### config.mk
export PLATFORM = sky130hd
export DESIGN_NAME = serial_bit_feeder_flat
export DESIGN_NICKNAME = d
export VERILOG_FILES = /design/src/rtl/serial_bit_feeder_if.sv /design/src/rtl/serial_bit_feeder.sv /design/src/flat_wrapper.sv
export SDC_FILE = /design/constraint.sdc
export NUM_CORES = 1
export LEC_CHECK = 0
export BUFFER_PORTS_ARGS = -buffer_cell sky130_fd_sc_hd__clkbuf_2
export CAP_MARGIN = 15
export CORE_MARGIN = 2
export CORE_UTILIZATION = 50
export DETAILED_ROUTE_END_ITERATION = 6
export GPL_ROUTABILITY_DRIVEN = 0
export PLACE_DENSITY = 0.8
export SYNTH_ARGS = -nofsm -noshare
export SYNTH_HDL_FRONTEND = slang
export SYNTH_SLANG_ARGS = --single-unit
export TNS_END_PERCENT = 1
### constraint.sdc
create_clock -name clk -period 4.3 [get_ports clk]
set_clock_uncertainty 0.15 [all_clocks]
set_input_delay 0.645 -clock clk [delete_from_list [all_inputs] [get_ports clk]]
set_output_delay 0.645 -clock clk [all_outputs]
set_load 0.05 [all_outputs]
### src/rtl/serial_bit_feeder_if.sv
// Word-in / bit-out bundle between an upstream word source and the serial bit feeder.
// The master side presents words; the slave side (the feeder) drives the serial stream and frame status.
interface serial_bit_feeder_if #(
    parameter int WIDTH = 8
);
    logic [WIDTH-1:0] data_in;
    logic             data_valid;
    logic             data_ready;
    logic             out;
    logic             bit_valid;
    logic             frame_done;
    logic             busy;

    modport master (
        output data_in,
        output data_valid,
        input  data_ready,
        input  out,
        input  bit_valid,
        input  frame_done,
        input  busy
    );

    modport slave (
        input  data_in,
        input  data_valid,
        output data_ready,
        output out,
        output bit_valid,
        output frame_done,
        output busy
    );
endinterface

### src/rtl/serial_bit_feeder.sv
// Serialises parallel words onto a single bit line, one bit every DIV clocks, for the sequence detector.
// Back-to-back words stream with no idle bit; frame_done pulses once after each completed word.
module serial_bit_feeder #(
    parameter int   WIDTH      = 8,
    parameter int   DIV        = 1,
    parameter bit   MSB_FIRST  = 1'b1,
    parameter logic IDLE_LEVEL = 1'b0
) (
    input logic               clk,
    input logic               rst,
    serial_bit_feeder_if.slave bus
);

    localparam int DIV_W = (DIV > 1) ? $clog2(DIV) : 1;
    localparam int BIT_W = $clog2(WIDTH);
    localparam logic [DIV_W-1:0] DIV_LAST = DIV_W'(DIV - 1);
    localparam logic [BIT_W-1:0] BIT_LAST = BIT_W'(WIDTH - 1);

    typedef enum logic {
        IDLE,
        SHIFT
    } state_t;

    state_t           state;
    state_t           state_next;

    logic [WIDTH-1:0] shift_reg;
    logic [BIT_W-1:0] bit_cnt;
    logic [DIV_W-1:0] div_cnt;

    logic             out_q;
    logic             bit_valid_q;
    logic             frame_done_q;
    logic             busy_q;

    logic             bit_end;
    logic             word_end;
    logic             ready;
    logic             accept;

    logic             first_bit;
    logic             next_bit;
    logic [WIDTH-1:0] load_shift;
    logic [WIDTH-1:0] advance_shift;

    // shift_reg only ever holds the bits still to be sent, so the next bit is always at the leading end
    always_comb begin
        if (MSB_FIRST) begin
            first_bit     = bus.data_in[WIDTH-1];
            next_bit      = shift_reg[WIDTH-1];
            load_shift    = bus.data_in << 1;
            advance_shift = shift_reg << 1;
        end else begin
            first_bit     = bus.data_in[0];
            next_bit      = shift_reg[0];
            load_shift    = bus.data_in >> 1;
            advance_shift = shift_reg >> 1;
        end
    end

    // Ready opens in the final clock of the final bit so the next word follows without a gap
    always_comb begin
        bit_end    = 1'b0;
        word_end   = 1'b0;
        state_next = state;
        if (state == SHIFT) begin
            bit_end  = (div_cnt == DIV_LAST);
            word_end = bit_end && (bit_cnt == BIT_LAST);
        end
        ready  = !rst && ((state == IDLE) || word_end);
        accept = ready && bus.data_valid;
        case (state)
            IDLE:    if (accept) state_next = SHIFT;
            SHIFT:   if (word_end && !accept) state_next = IDLE;
            default: state_next = IDLE;
        endcase
    end

    always_ff @(posedge clk or posedge rst) begin
        if (rst) begin
            state <= IDLE;
        end else begin
            state <= state_next;
        end
    end

    always_ff @(posedge clk or posedge rst) begin
        if (rst) begin
            shift_reg    <= '0;
            bit_cnt      <= '0;
            div_cnt      <= '0;
            out_q        <= IDLE_LEVEL;
            bit_valid_q  <= 1'b0;
            frame_done_q <= 1'b0;
            busy_q       <= 1'b0;
        end else begin
            frame_done_q <= word_end;
            if (accept) begin
                shift_reg   <= load_shift;
                out_q       <= first_bit;
                bit_valid_q <= 1'b1;
                busy_q      <= 1'b1;
                bit_cnt     <= '0;
                div_cnt     <= '0;
            end else if (state == SHIFT) begin
                if (word_end) begin
                    out_q       <= IDLE_LEVEL;
                    bit_valid_q <= 1'b0;
                    busy_q      <= 1'b0;
                    bit_cnt     <= '0;
                    div_cnt     <= '0;
                end else if (bit_end) begin
                    div_cnt   <= '0;
                    bit_cnt   <= bit_cnt + BIT_W'(1);
                    out_q     <= next_bit;
                    shift_reg <= advance_shift;
                end else begin
                    div_cnt <= div_cnt + DIV_W'(1);
                end
            end
        end
    end

    assign bus.data_ready = ready;
    assign bus.out        = out_q;
    assign bus.bit_valid  = bit_valid_q;
    assign bus.frame_done = frame_done_q;
    assign bus.busy       = busy_q;

endmodule

### src/flat_wrapper.sv
// flat-port wrapper written by rule: the top's interface ports become plain ports
module serial_bit_feeder_flat 
#(
    parameter int   WIDTH      = 8,
    parameter int   DIV        = 1,
    parameter bit   MSB_FIRST  = 1'b1,
    parameter logic IDLE_LEVEL = 1'b0
)
  (clk, rst, bus_data_in, bus_data_valid, bus_data_ready, bus_out, bus_bit_valid, bus_frame_done, bus_busy);
  serial_bit_feeder_if #(.WIDTH(WIDTH)) bus_i ();
  input logic clk;
  input logic rst;
  input wire logic [$bits(bus_i.data_in)-1:0] bus_data_in;
  input wire logic [$bits(bus_i.data_valid)-1:0] bus_data_valid;
  output wire logic [$bits(bus_i.data_ready)-1:0] bus_data_ready;
  output wire logic [$bits(bus_i.out)-1:0] bus_out;
  output wire logic [$bits(bus_i.bit_valid)-1:0] bus_bit_valid;
  output wire logic [$bits(bus_i.frame_done)-1:0] bus_frame_done;
  output wire logic [$bits(bus_i.busy)-1:0] bus_busy;
  assign bus_i.data_in = bus_data_in;
  assign bus_i.data_valid = bus_data_valid;
  assign bus_data_ready = bus_i.data_ready;
  assign bus_out = bus_i.out;
  assign bus_bit_valid = bus_i.bit_valid;
  assign bus_frame_done = bus_i.frame_done;
  assign bus_busy = bus_i.busy;
  serial_bit_feeder #(.WIDTH(WIDTH), .DIV(DIV), .MSB_FIRST(MSB_FIRST), .IDLE_LEVEL(IDLE_LEVEL)) u_core (.clk(clk), .rst(rst), .bus(bus_i));
endmodule
After elaboration in Yosys (flattened, before gate mapping):

Index checks and enable logic that the tools add are counted.

* word-level logic and storage cells: 51
* memories kept: 0
* memory bits (read-only): 0
* latch bits: 0
* input port bits: 11
* register bits: 16
* memory bits (writable): 0
* output and inout port bits: 5

* divide/modulo/power cells: 0
* equal/unequal tests: 2
* multiply operators: 0
* reduce and logical (&&, ||, !) cells: 14
* bitwise gates (word level): 2
* $lt $le $gt $ge: 0
* add/sub/neg operators: 2
* shift operators: 0
* muxes and demuxes: 24

Operator list (count)
* two-way mux 8 bit: 4
* two-way mux 1 bit: 15
* two-way mux 3 bit: 4
* nonzero test 2 bit: 3
* logical AND 1 bit: 4
* AND reduction 2 bit: 2
* adder 3 x 1 -> 3 bit (second input constant): 1
* == test 3 bit (second input constant): 1
* AND reduction 3 bit: 1
* nonzero test 3 bit: 1
* logical NOT 1 bit: 2
* inequality test 2 bit (second input constant): 1
* NOT 1 bit: 2
* one-hot mux 1 bit (2 select lines): 1
* adder 1 bit (second input constant): 1
* logical OR 1 bit: 1

Depth between registers and ports, before layout:

* depth after elaboration: 10
* gate-level depth with buffers: 7
* mapped depth without buffers: 6

Least setup slack after synthesis:

No wires, ideal clock.

* path type: reg-to-output
* start: register u_core.bit_cnt[0]
* end: output port bus_data_ready
* path buffers: 0
* cell stages (with the launch flop): 5
* data arrival time: 1595 ps
* path slack: 1910 ps
* path through: dfrtp_1 > ha_1 > ha_1 > nand2b_4 > a21oi_1

* word-level cells in the longest chain between the ends: 5

RTL lines
* start: declaration: line serial_bit_feeder.sv:28 `logic [BIT_W-1:0] bit_cnt;`
* start signal: assignment: line serial_bit_feeder.sv:114 `bit_cnt <= bit_cnt + BIT_W'(1);`
* == test 3 bit: line serial_bit_feeder.sv:68 `word_end = bit_end && (bit_cnt == BIT_LAST);`
* logical AND 1 bit: line serial_bit_feeder.sv:68
* two-way mux 1 bit: line serial_bit_feeder.sv:66 `if (state == SHIFT) begin`
* logical OR 1 bit: line serial_bit_feeder.sv:70 `ready = !rst && ((state == IDLE) || word_end);`
* logical AND 1 bit: line serial_bit_feeder.sv:70
* end: declaration: line flat_wrapper.sv:15 `output wire logic [$bits(bus_i.data_ready)-1:0] bus_data_ready;`

No other way between the ends.

Worst setup path after layout:

Ends and elaborated chain as after synthesis.

==> flow_metrics.py <==
metrics = {
    "run_status": {
        "outcome": "finished, final reports clean",
    },
    "logic_synthesis": {
        "synth.top_cell.area_share": 0.515,
        "async_flop_share": 1.00,
        "synth-edff-count": 0,
        "avgSynthCellArea_um2": 10.3,
        "synth_warnings": 0,
        "synth_flop_cell": "dfrtp_1",
        "synth_seq_area_share": 0.515,
        "syn_area_um2": 729,
        "yosys.area.top_type": "dfrtp_1",
        "ys_types": 21,
        "syn-num-nets": 84,
        "ys_ff_latch": 15,
        "yosys-top-cells-area": "dfrtp_1 (51%), mux2i_1 (8.2%), a21oi_1 (6.9%), nor2_1 (5.1%), ha_1 (3.4%)",
        "postSynthCellCount": 71,
    },
    "cells_and_area": {
        "n_antenna_cell": 0,
        "num-nets-final": 100,
        "post-route-util": 0.616,
        "area_growth_syn_to_layout_pct": 12.7,
        "stdcell_area_um2": 822,
        "layout-drive-gt1-share": 0.256,
        "fill_cells": 121,
        "largest_reg_flops": 7,
    },
    "grt": {
        "antenna_found_initial": 0,
        "grt_max_degree": 16,
        "track_usage": 0.161,
        "grt_overflow_total": 0,
        "grt_pass1_wl_mm": 2.20,
        "first_global_vias": 532,
    },
    "floorplan": {
        "core_area_mm2": 0.00133,
        "rows": 13,
        "die_area_mm2": 0.00178,
        "die_w_um": 42.2,
        "io_pins": 16,
        "initial_utilization": 0.547,
        "die_y_um": 42.2,
    },
    "flow_run": {
        "max_cap_viol_count": 0,
    },
    "clock_tree": {
        "cts_buffers": 3,
        "cts.sinks": 15,
        "cts_resized": 0,
        "cts_buffer_depth": 2,
        "cts_root_buf": "clkbuf_4",
        "h-tree-depth": 1,
        "cts_tree": "yes",
        "clk_latency_ns": 0.29,
        "clk_pin_slew_ns": 0.10,
        "post_cts_buffers": 0,
        "postCtsHoldBufs": 0,
    },
    "power_and_ir_drop": {
        "power_w": 0.000613,
        "p_leak_nw": 0.395,
        "ir_drop_v": 0.000302,
        "p_per_area_mw_per_mm2": 746,
    },
    "worst_setup_path": {
        "timing.rr.end": "u_core.shift_reg[3]$_DFFE_PP0P_",
        "slowest_delay_ns": 0.38,
        "path_class": "flop to primary output",
        "cp_slowest_cell": "dfrtp_1",
        "ff2ff_setup_slack_ns": 2.35,
        "crit_path_cell_trace": "ha_1, ha_1, nand2b_4, a21oi_1, clkbuf_2",
        "end_kind": "primary output",
        "cp.required_ns": 3.50,
        "critPathLaunchType": "flop",
        "r2r_start": "u_core.bit_cnt[0]$_DFFE_PP0P_",
        "crit_path_frequent_cell": "ha_1",
        "crit_fanout": 4,
        "arrival_ns": 1.58,
        "r2r_cells": 6,
    },
    "sta": {
        "tns_ns": 0,
        "fin_ws_ns": 1.93,
        "rsz0062_at_grt": "no",
        "finalSetupViolCount": 0,
        "tightest_slew_ns": 0.569,
        "min_period_ns": 2.37,
        "maxSlewHeadroom": 0.620,
        "timing.final.crit_share": 0.552,
        "slew_viol_final": 0,
        "fmax_mhz": 422,
        "finalHoldViolCount": 0,
    },
    "detailed_routing": {
        "vias": 519,
        "wl_per_cell_um": 11.8,
        "postRouteAntennaNets": 0,
        "drc": 0,
        "routed_via_density": 5.14,
        "drt-total-wl_mm": 1.19,
        "drt_iter0_drc": 8,
        "drt-pass1-iter-count": 2,
    },
    "placement": {
        "placed_area_um2": 795,
        "dp_hpwl_um": 873,
        "port_buffers": 15,
        "pre_cts_ws_ns": 2.24,
    },
    "min_path": {
        "min_path_type": "primary input to asynchronous set/reset pin",
    },
}
==> through the flow <==
stage	hold WS, ns	cells
2_1_floorplan	0.332	71
3_3_place_gp	0.346	97
3_5_place_dp	0.370	97
4_1_cts	0.263	101
5_1_grt	0.315	101
6_report	0.244	101
==> cell usage in the layout, fill, tap and decap left out, drive strengths merged, types with 2 or more instances in the layout <==
cell type / netlist / final
clkbuf: 0 / 18
ha: 2 / 2
inv: 3 / 3
and3: 2 / 2
dfrtp: 15 / 15
o21ai: 3 / 3
nand2: 4 / 4
nor2: 10 / 10
mux2i: 6 / 6
nand2b: 5 / 5
a21oi: 11 / 11
==> synthesized netlist by cell type (all sizes together), types with 2 or more instances <==
library cell / instances
inv: 3
nand2b: 5
buf: 4
o21ai: 3
and3: 2
a21oi: 11
ha: 2
nor2: 10
nand2: 4
mux2i: 6
dfrtp: 15
==> logic make-up (layout without fill, tap and decap cells) <==
kind of cell | count (synthesis) | after routing | share of synthesized area
and+or+nand+nor | 25 | 25 | 0.177
AOI/OAI and AO/OA | 16 | 16 | 0.137
buffers and inverters | 7 | 22 | 0.0549
adders and majority gates | 2 | 2 | 0.0343
muxes | 6 | 6 | 0.0823
DFF | 15 | 15 | 0.515
==> power breakdown <==
part,switching (W),leakage [nW],internal [W]
Sequential,0.0000400,0.185,0.000202
Clock,0.0000485,0.0177,0.0000346
Combinational,0.000186,0.192,0.000102
Total,0.000275,0.395,0.000338
==> final cells by class <==
cell class / instances / area (um2) / share of cell area
clock inverters: 1 / 5.00 / 0.00609
flip-flops and latches: 15 / 375 / 0.457
repair buffers: 15 / 75.1 / 0.0913
well taps: 15 / 18.8 / 0.0228
multi-input cells: 49 / 314 / 0.382
clock buffers: 3 / 22.5 / 0.0274
inverters: 3 / 11.3 / 0.0137
==> critical path: cells and delay by family (launching register included) <==
family          cells  cell delay [ns]
fa+ha+maj           2             0.40
buf+inv             1             0.29
compound gates      1             0.14
simple gates        1             0.09
flops               1             0.38
==> how the worst max path moves through the flow <==
stage / startpoint / end / cells after the start
5_1_grt: u_core.bit_cnt[0]$_DFFE_PP0P_ / bus_data_ready / 5
6_report: u_core.bit_cnt[0]$_DFFE_PP0P_ / bus_data_ready / 5
3_3_place_gp: u_core.bit_cnt[0]$_DFFE_PP0P_ / bus_data_ready / 5
2_1_floorplan: u_core.bit_cnt[0]$_DFFE_PP0P_ / bus_data_ready / 4
3_5_place_dp: u_core.bit_cnt[0]$_DFFE_PP0P_ / bus_data_ready / 5
4_1_cts: u_core.bit_cnt[0]$_DFFE_PP0P_ / bus_data_ready / 5
==> routing by layer <==
metal / part of all wire / wire, um / vias to the layer above / global-route usage
li1: - / - / 268 / -
met1: 0.46 / 541 / 236 / 0.185
met2: 0.49 / 578 / 11 / 0.277
met3: 0.040 / 47 / 4 / 0.0302
met4: 0.018 / 21 / 0 / 0.0938
met5: 0 / 0 / - / 0
Note: power is estimated with default switching activity, not from simulation.
